<file path="src/rtl/noc_params.sv">
// NoC-wide constants and flit format shared by network interfaces and routers.
package noc_params;

    localparam int VC_NUM            = 2;
    localparam int VC_SIZE           = $clog2(VC_NUM);
    localparam int FLIT_X_W          = 2;
    localparam int FLIT_Y_W          = 2;
    localparam int FLIT_DATA_SIZE    = 16;
    localparam int HEAD_PAYLOAD_SIZE = FLIT_DATA_SIZE - FLIT_X_W - FLIT_Y_W;

    typedef enum logic [2:0] {
        HEAD     = 3'd0,
        BODY     = 3'd1,
        TAIL     = 3'd2,
        HEADTAIL = 3'd3
    } flit_label_t;

    // Head flits spend part of the payload field on the destination coordinates.
    typedef struct packed {
        flit_label_t              flit_label;
        logic [VC_SIZE-1:0]       vc_id;
        union packed {
            struct packed {
                logic [FLIT_X_W-1:0]          x_dest;
                logic [FLIT_Y_W-1:0]          y_dest;
                logic [HEAD_PAYLOAD_SIZE-1:0] head_pl;
            } head_data;
            logic [FLIT_DATA_SIZE-1:0] bt_pl;
        } data;
    } flit_t;

endpackage

</file>
<file path="src/rtl/credit_counter.sv">
// Downstream buffer credit tracker for one virtual channel.
module credit_counter #(
    parameter int  BUFFER_SIZE = 8,
    localparam int CNT_W       = $clog2(BUFFER_SIZE + 1)
) (
    input  logic             clk,
    input  logic             rst,
    input  logic             inc_i,
    input  logic             dec_i,
    output logic [CNT_W-1:0] count_o,
    output logic             avail_o,
    output logic             err_o
);

    logic [CNT_W-1:0] count_q;
    logic             err_q;
    logic             full;

    assign full = (count_q == CNT_W'(BUFFER_SIZE));

    // A returned credit on a full counter means the downstream over-reported space.
    always_ff @(posedge clk or negedge rst) begin
        if (!rst) begin
            count_q <= CNT_W'(BUFFER_SIZE);
            err_q   <= 1'b0;
        end else begin
            err_q <= inc_i && !dec_i && full;
            case ({inc_i, dec_i})
                2'b10:   if (!full) count_q <= count_q + CNT_W'(1);
                2'b01:   if (count_q != '0) count_q <= count_q - CNT_W'(1);
                default: count_q <= count_q;
            endcase
        end
    end

    assign count_o = count_q;
    assign avail_o = (count_q != '0);
    assign err_o   = err_q;

endmodule

</file>
<file path="src/rtl/ni_packetizer.sv">
// Network-interface packetizer: turns a packet request plus payload words into
// HEAD/BODY/TAIL flits for the router local port, gated by per-VC credits.
module ni_packetizer
    import noc_params::*;
#(
    parameter int  MESH_SIZE_X      = 4,
    parameter int  MESH_SIZE_Y      = 4,
    parameter int  BUFFER_SIZE      = 8,
    parameter int  MAX_PKT_LEN      = 8,
    localparam int DEST_ADDR_SIZE_X = $clog2(MESH_SIZE_X),
    localparam int DEST_ADDR_SIZE_Y = $clog2(MESH_SIZE_Y),
    localparam int LEN_W            = $clog2(MAX_PKT_LEN + 1)
) (
    input  logic                        clk,
    input  logic                        rst,
    input  logic                        req_valid_i,
    output logic                        req_ready_o,
    input  logic [DEST_ADDR_SIZE_X-1:0] req_x_dest_i,
    input  logic [DEST_ADDR_SIZE_Y-1:0] req_y_dest_i,
    input  logic [VC_SIZE-1:0]          req_vc_i,
    input  logic [LEN_W-1:0]            req_len_i,
    input  logic                        data_valid_i,
    output logic                        data_ready_o,
    input  logic [FLIT_DATA_SIZE-1:0]   data_i,
    output flit_t                       flit_o,
    output logic                        flit_valid_o,
    input  logic                        credit_valid_i,
    input  logic [VC_SIZE-1:0]          credit_vc_i,
    output logic                        busy_o,
    output logic                        credit_err_o,
    output logic [1:0]                  state_dbg_o
);

    localparam int CNT_W = $clog2(BUFFER_SIZE + 1);

    typedef enum logic [1:0] {S_IDLE, S_HEAD, S_BODY} state_t;

    // Handshakes: a request transfers on a cycle where req_valid_i and
    // req_ready_o are both high; a payload word transfers (and its flit is
    // sent) on a cycle where data_valid_i and data_ready_o are both high.
    state_t                      state_q, state_d;
    logic [DEST_ADDR_SIZE_X-1:0] x_q;
    logic [DEST_ADDR_SIZE_Y-1:0] y_q;
    logic [VC_SIZE-1:0]          vc_q;
    logic [LEN_W-1:0]            len_q, cnt_q, cnt_next;
    logic                        send, last;
    flit_t                       flit_d, flit_q;
    logic                        flit_valid_q;

    logic [VC_NUM-1:0]            has_credit, inc, dec, err;
    logic [VC_NUM-1:0][CNT_W-1:0] credit_cnt;

    // The flit being sent is the last one when it brings the count up to len.
    assign cnt_next = cnt_q + LEN_W'(1);
    assign last     = (cnt_next == len_q);

    always_ff @(posedge clk or negedge rst) begin
        if (!rst) state_q <= S_IDLE;
        else      state_q <= state_d;
    end

    always_comb begin
        state_d = state_q;
        case (state_q)
            S_IDLE:  if (req_valid_i) state_d = S_HEAD;
            S_HEAD:  if (send) state_d = last ? S_IDLE : S_BODY;
            S_BODY:  if (send && last) state_d = S_IDLE;
            default: state_d = S_IDLE;
        endcase
    end

    always_comb begin
        req_ready_o  = (state_q == S_IDLE);
        busy_o       = (state_q != S_IDLE);
        send         = (state_q != S_IDLE) && data_valid_i && has_credit[vc_q];
        data_ready_o = send;
        flit_d       = '0;
        flit_d.vc_id = vc_q;
        if (state_q == S_HEAD) begin
            flit_d.flit_label             = last ? HEADTAIL : HEAD;
            flit_d.data.head_data.x_dest  = FLIT_X_W'(x_q);
            flit_d.data.head_data.y_dest  = FLIT_Y_W'(y_q);
            flit_d.data.head_data.head_pl = data_i[HEAD_PAYLOAD_SIZE-1:0];
        end else begin
            flit_d.flit_label  = last ? TAIL : BODY;
            flit_d.data.bt_pl  = data_i;
        end
    end

    always_ff @(posedge clk or negedge rst) begin
        if (!rst) begin
            x_q          <= '0;
            y_q          <= '0;
            vc_q         <= '0;
            len_q        <= '0;
            cnt_q        <= '0;
            flit_q       <= '0;
            flit_valid_q <= 1'b0;
        end else begin
            flit_valid_q <= send;
            if (send) begin
                flit_q <= flit_d;
                cnt_q  <= cnt_next;
            end
            if (req_valid_i && req_ready_o) begin
                x_q   <= req_x_dest_i;
                y_q   <= req_y_dest_i;
                vc_q  <= req_vc_i;
                len_q <= (req_len_i == '0) ? LEN_W'(1) : req_len_i;
                cnt_q <= '0;
            end
        end
    end

    for (genvar v = 0; v < VC_NUM; v++) begin : g_vc
        assign dec[v] = send && (vc_q == VC_SIZE'(v));
        assign inc[v] = credit_valid_i && (credit_vc_i == VC_SIZE'(v));

        credit_counter #(.BUFFER_SIZE(BUFFER_SIZE)) u_credit (
            .clk     (clk),
            .rst     (rst),
            .inc_i   (inc[v]),
            .dec_i   (dec[v]),
            .count_o (credit_cnt[v]),
            .avail_o (has_credit[v]),
            .err_o   (err[v])
        );
    end

    assign flit_o       = flit_q;
    assign flit_valid_o = flit_valid_q;
    assign credit_err_o = |err;
    assign state_dbg_o  = state_q;

endmodule

</file>
<file path="config.mk">
export PLATFORM = sky130hd
export DESIGN_NAME = ni_packetizer
export DESIGN_NICKNAME = d
export VERILOG_FILES = /design/src/rtl/noc_params.sv /design/src/rtl/credit_counter.sv /design/src/rtl/ni_packetizer.sv
export SDC_FILE = /design/constraint.sdc
export NUM_CORES = 1
export LEC_CHECK = 0
export CORE_MARGIN = 5
export CORE_UTILIZATION = 40
export CTS_CLUSTER_DIAMETER = 30
export DETAILED_ROUTE_END_ITERATION = 10
export PLACE_DENSITY = 0.67
export SLEW_MARGIN = 0
export SYNTH_ARGS = -nofsm -noshare
export SYNTH_HDL_FRONTEND = slang
export SYNTH_SLANG_ARGS = --single-unit
</file>
<file path="constraint.sdc">
create_clock -name clk -period 3.7 [get_ports clk]
set_clock_uncertainty 0.05 [all_clocks]
set_input_delay 0.555 -clock clk [delete_from_list [all_inputs] [get_ports clk]]
set_output_delay 0.555 -clock clk [all_outputs]
set_load 0.05 [all_outputs]
</file>
==> results.ini <==
[yosys]
syn_area_mm2 = 0.00229
ys.flop_type = dfrtp_1
postSynth.asyncResetShare = 1.00
syn_avg_cell_area_um2 = 9.81
netlist_instances = 234
post-synth-top-area-fraction = 0.469
synthDistinctLibCells = 36
syn-num-nets = 275
yosys_register_bits = 45
synth_edf_count = 0
synth.most_common_cell = nand2_1
synth_top_cells_by_area = dfrtp_1 47%, nand2_1 10%, ha_1 5.5%, mux2_2 4.9%, xnor2_1 2.7%
synthesis.yosys.warnings = 0
yosys.area.top_type = dfrtp_1
ys_top_cells_by_count = 64 x nand2_1, 43 x dfrtp_1, 11 x o21ai_0
synth.yosys.seq_area_share = 0.492

[place]
post_dp_cell_area_mm2 = 0.00289
placed_cells_incl_taps = 353
routabilityCongestion = 0.795
input_output_buffers = 56
detailedPlacementHpwl_mm = 3.46

[clock_network]
cts.clk_slew.worst_paths_ps = 80
post_cts.resized_instances = 0
tritoncts_num_sinks = 45
clock_network_latency_to_the_later_pin_of_the_worst_skew_pair_ps = 300
cts_tree = built
ctsHtreeMaxLevel = 2
post_cts_buffers = 0
cts_root_buffer = clkbuf_8
cts-root-to-sink-buffers = 2
cts_made_buffers = 5
ctsHoldBuffers = 0

[floorplan]
floorplan.initialDensity = 0.414
die_w_um = 85.7
die_y_um = 85.7
row_count = 27
design.core.area_mm2 = 0.00554
io_pins = 58
fp.dieArea_mm2 = 0.00735

[global_routing]
globalRoute.totalOverflow = 0
grt_usage = 0.134
grt_pass1_wl_mm = 7.81
antenna_violations_before_repair = 0
grt_max_degree = 46
vias_in_the_first_global_route = 1626

[sta]
final-hold-violation-count = 0
timing_worst_slew_pin_value_ps = 1000
finalCriticalPeriod_ps = 2760
slew-limit-headroom = 0.330
setup-tns-final_ps = 0
drv_slew = 0
clock.fmax_ghz = 0.363
rsz0062_at_grt = false
fin_crit_sh = 0.746
timing.final.setup_violations = 0

[setup_path]
critical-path-top-cell-by-count = buf_4
arrival_ps = 2150
worst-path-max-fanout = 33
worst-endpoint-required_ps = 3090
path_class = in2out
worst_setup_path_end_kind = output pin
crit_chain = clkdlybuf4s50_1 > o21ai_0 > a221o_2 > buf_4 > inv_4 > buf_4
crit_slowest_cell = clkdlybuf4s50_1
largest_stage_delay_worst_path_ps = 460
startpoint_kind_of_the_worst_setup_timing_path = primary input
reg2reg_depth = 9
worst_path_buf_inv = 4
path_depth = 6
worst_path_dominant_cell_family = buffers and inverters

[finish]
num_antenna_cells = 0
synthToLayoutAreaGrowth_pct = 30.3
layout.cell_area.non_filler_mm2 = 0.00299
layout.cells.non_filler = 361
design.final.nets = 329
layout-drive-gt1-share = 0.0934

[power]
power_per_cell_area_mw_per_mm2 = 786
maximum_resistive_drop_on_vdd_mv = 0.345
power.leakage_nw = 1.36

[routing]
drt_wl_total_mm = 4.72
drt_first_pass_iters = 4
routedWlPerCell_um = 13.1
ant_nets = 0
route.vias.total = 1780
drt-initial-drc-count = 79
vias_per_cell = 4.93
drcViolationCount = 0

[run_status]
status = finished, final reports clean

[flow_run]
maxCapViolations = 0

[hold_path]
hold_class = in2async

layout make-up:
| class | instances | area, um2 |
|---|---|---|
| clock inverter | 1 | 5.00 |
| sequential | 45 | 1130 |
| clock buffer | 7 | 96.3 |
| multi-input combinational | 168 | 1070 |
| fill | 530 | 2550 |
| timing repair buffer | 57 | 561 |
| inverter | 11 | 43.8 |
| tap | 72 | 90.1 |
cell families after synthesis:
group | Yosys count | synth area share
flip-flops | 45 | 0.492
AND/OR/NAND/NOR | 104 | 0.219
multiplexers | 16 | 0.0752
XOR/XNOR | 14 | 0.0534
buffers and inverters | 21 | 0.0436
adder cells (fa/ha/maj) | 10 | 0.0545
AO/OA/AOI/OAI | 23 | 0.0605
other | 1 | 0.00163
state kept, by name (all words and copies together) (netlist names):
signal	flops
cnt_q	4
flit_o	19
flit_valid_o	1
g_vc.u_credit.count_o	8
g_vc.u_credit.err_o	2
len_q	4
state_dbg_o	2
vc_q	1
x_q	2
y_q	2
final timing paths:
path / start / end / slack [ps]
worst max register to register: g_vc[1].u_credit.count_o[3] / g_vc[1].u_credit.count_o[3] / 1060
min in group clk: flit_o[16] / flit_o[16] / 430
max in group asynchronous: rst / flit_o[8] / 2600
worst min-delay path: rst / g_vc[0].u_credit.count_o[2] / 350
worst max-delay path: data_valid_i / data_ready_o / 940
worst min register to register: flit_o[16] / flit_o[16] / 430
report_power, final:
group	internal (W)	switching (W)	leakage [nW]
sequential	0.000693	0.000187	0.547
combinational	0.000465	0.000672	0.762
clock	0.000169	0.000165	0.0542
total	0.00133	0.00102	1.36
routing by layer:
| layer | wire (um) | track usage | vias up |
|---|---|---|---|
| met3 | 229 | 0.0384 | 6 |
| met5 | 0 | 0 | - |
| li1 | - | - | 882 |
| met2 | 2340 | 0.220 | 36 |
| met4 | 53 | 0.0388 | 0 |
| met1 | 2100 | 0.173 | 856 |
stage by stage:
step	hold WS (ps)	utilization	setup WS (ps)	power [W]
6_report	353	0.540	942	0.00235
5_1_grt	450	0.540	801	0.00251
4_1_cts	421	0.540	936	0.00238
3_5_place_dp	414	0.521	660	0.00204
3_3_place_gp	407	0.521	727	0.00201
2_1_floorplan	209	-	958	0.00170
layout by cell type (no fill, tap or decap), types with 2 or more instances in the layout:
cell type	count
nand2_1	64
clkdlybuf4s50_1	54
dfrtp_1	43
o21ai_0	11
inv_1	10
mux2_2	10
ha_1	10
nor3_1	8
xor2_1	7
xnor2_1	7
clkbuf_8	7
mux2i_1	6
nand2b_1	5
nor2_1	4
nand3_1	4
a21oi_1	4
and3_1	3
nand3b_1	3
nand4b_1	3
nor2b_1	2
or4_1	2
a211oi_1	2
nor3b_1	2
o211ai_1	2
dfstp_2	2
buf_4	2
Power figures use the tool's default switching activity.
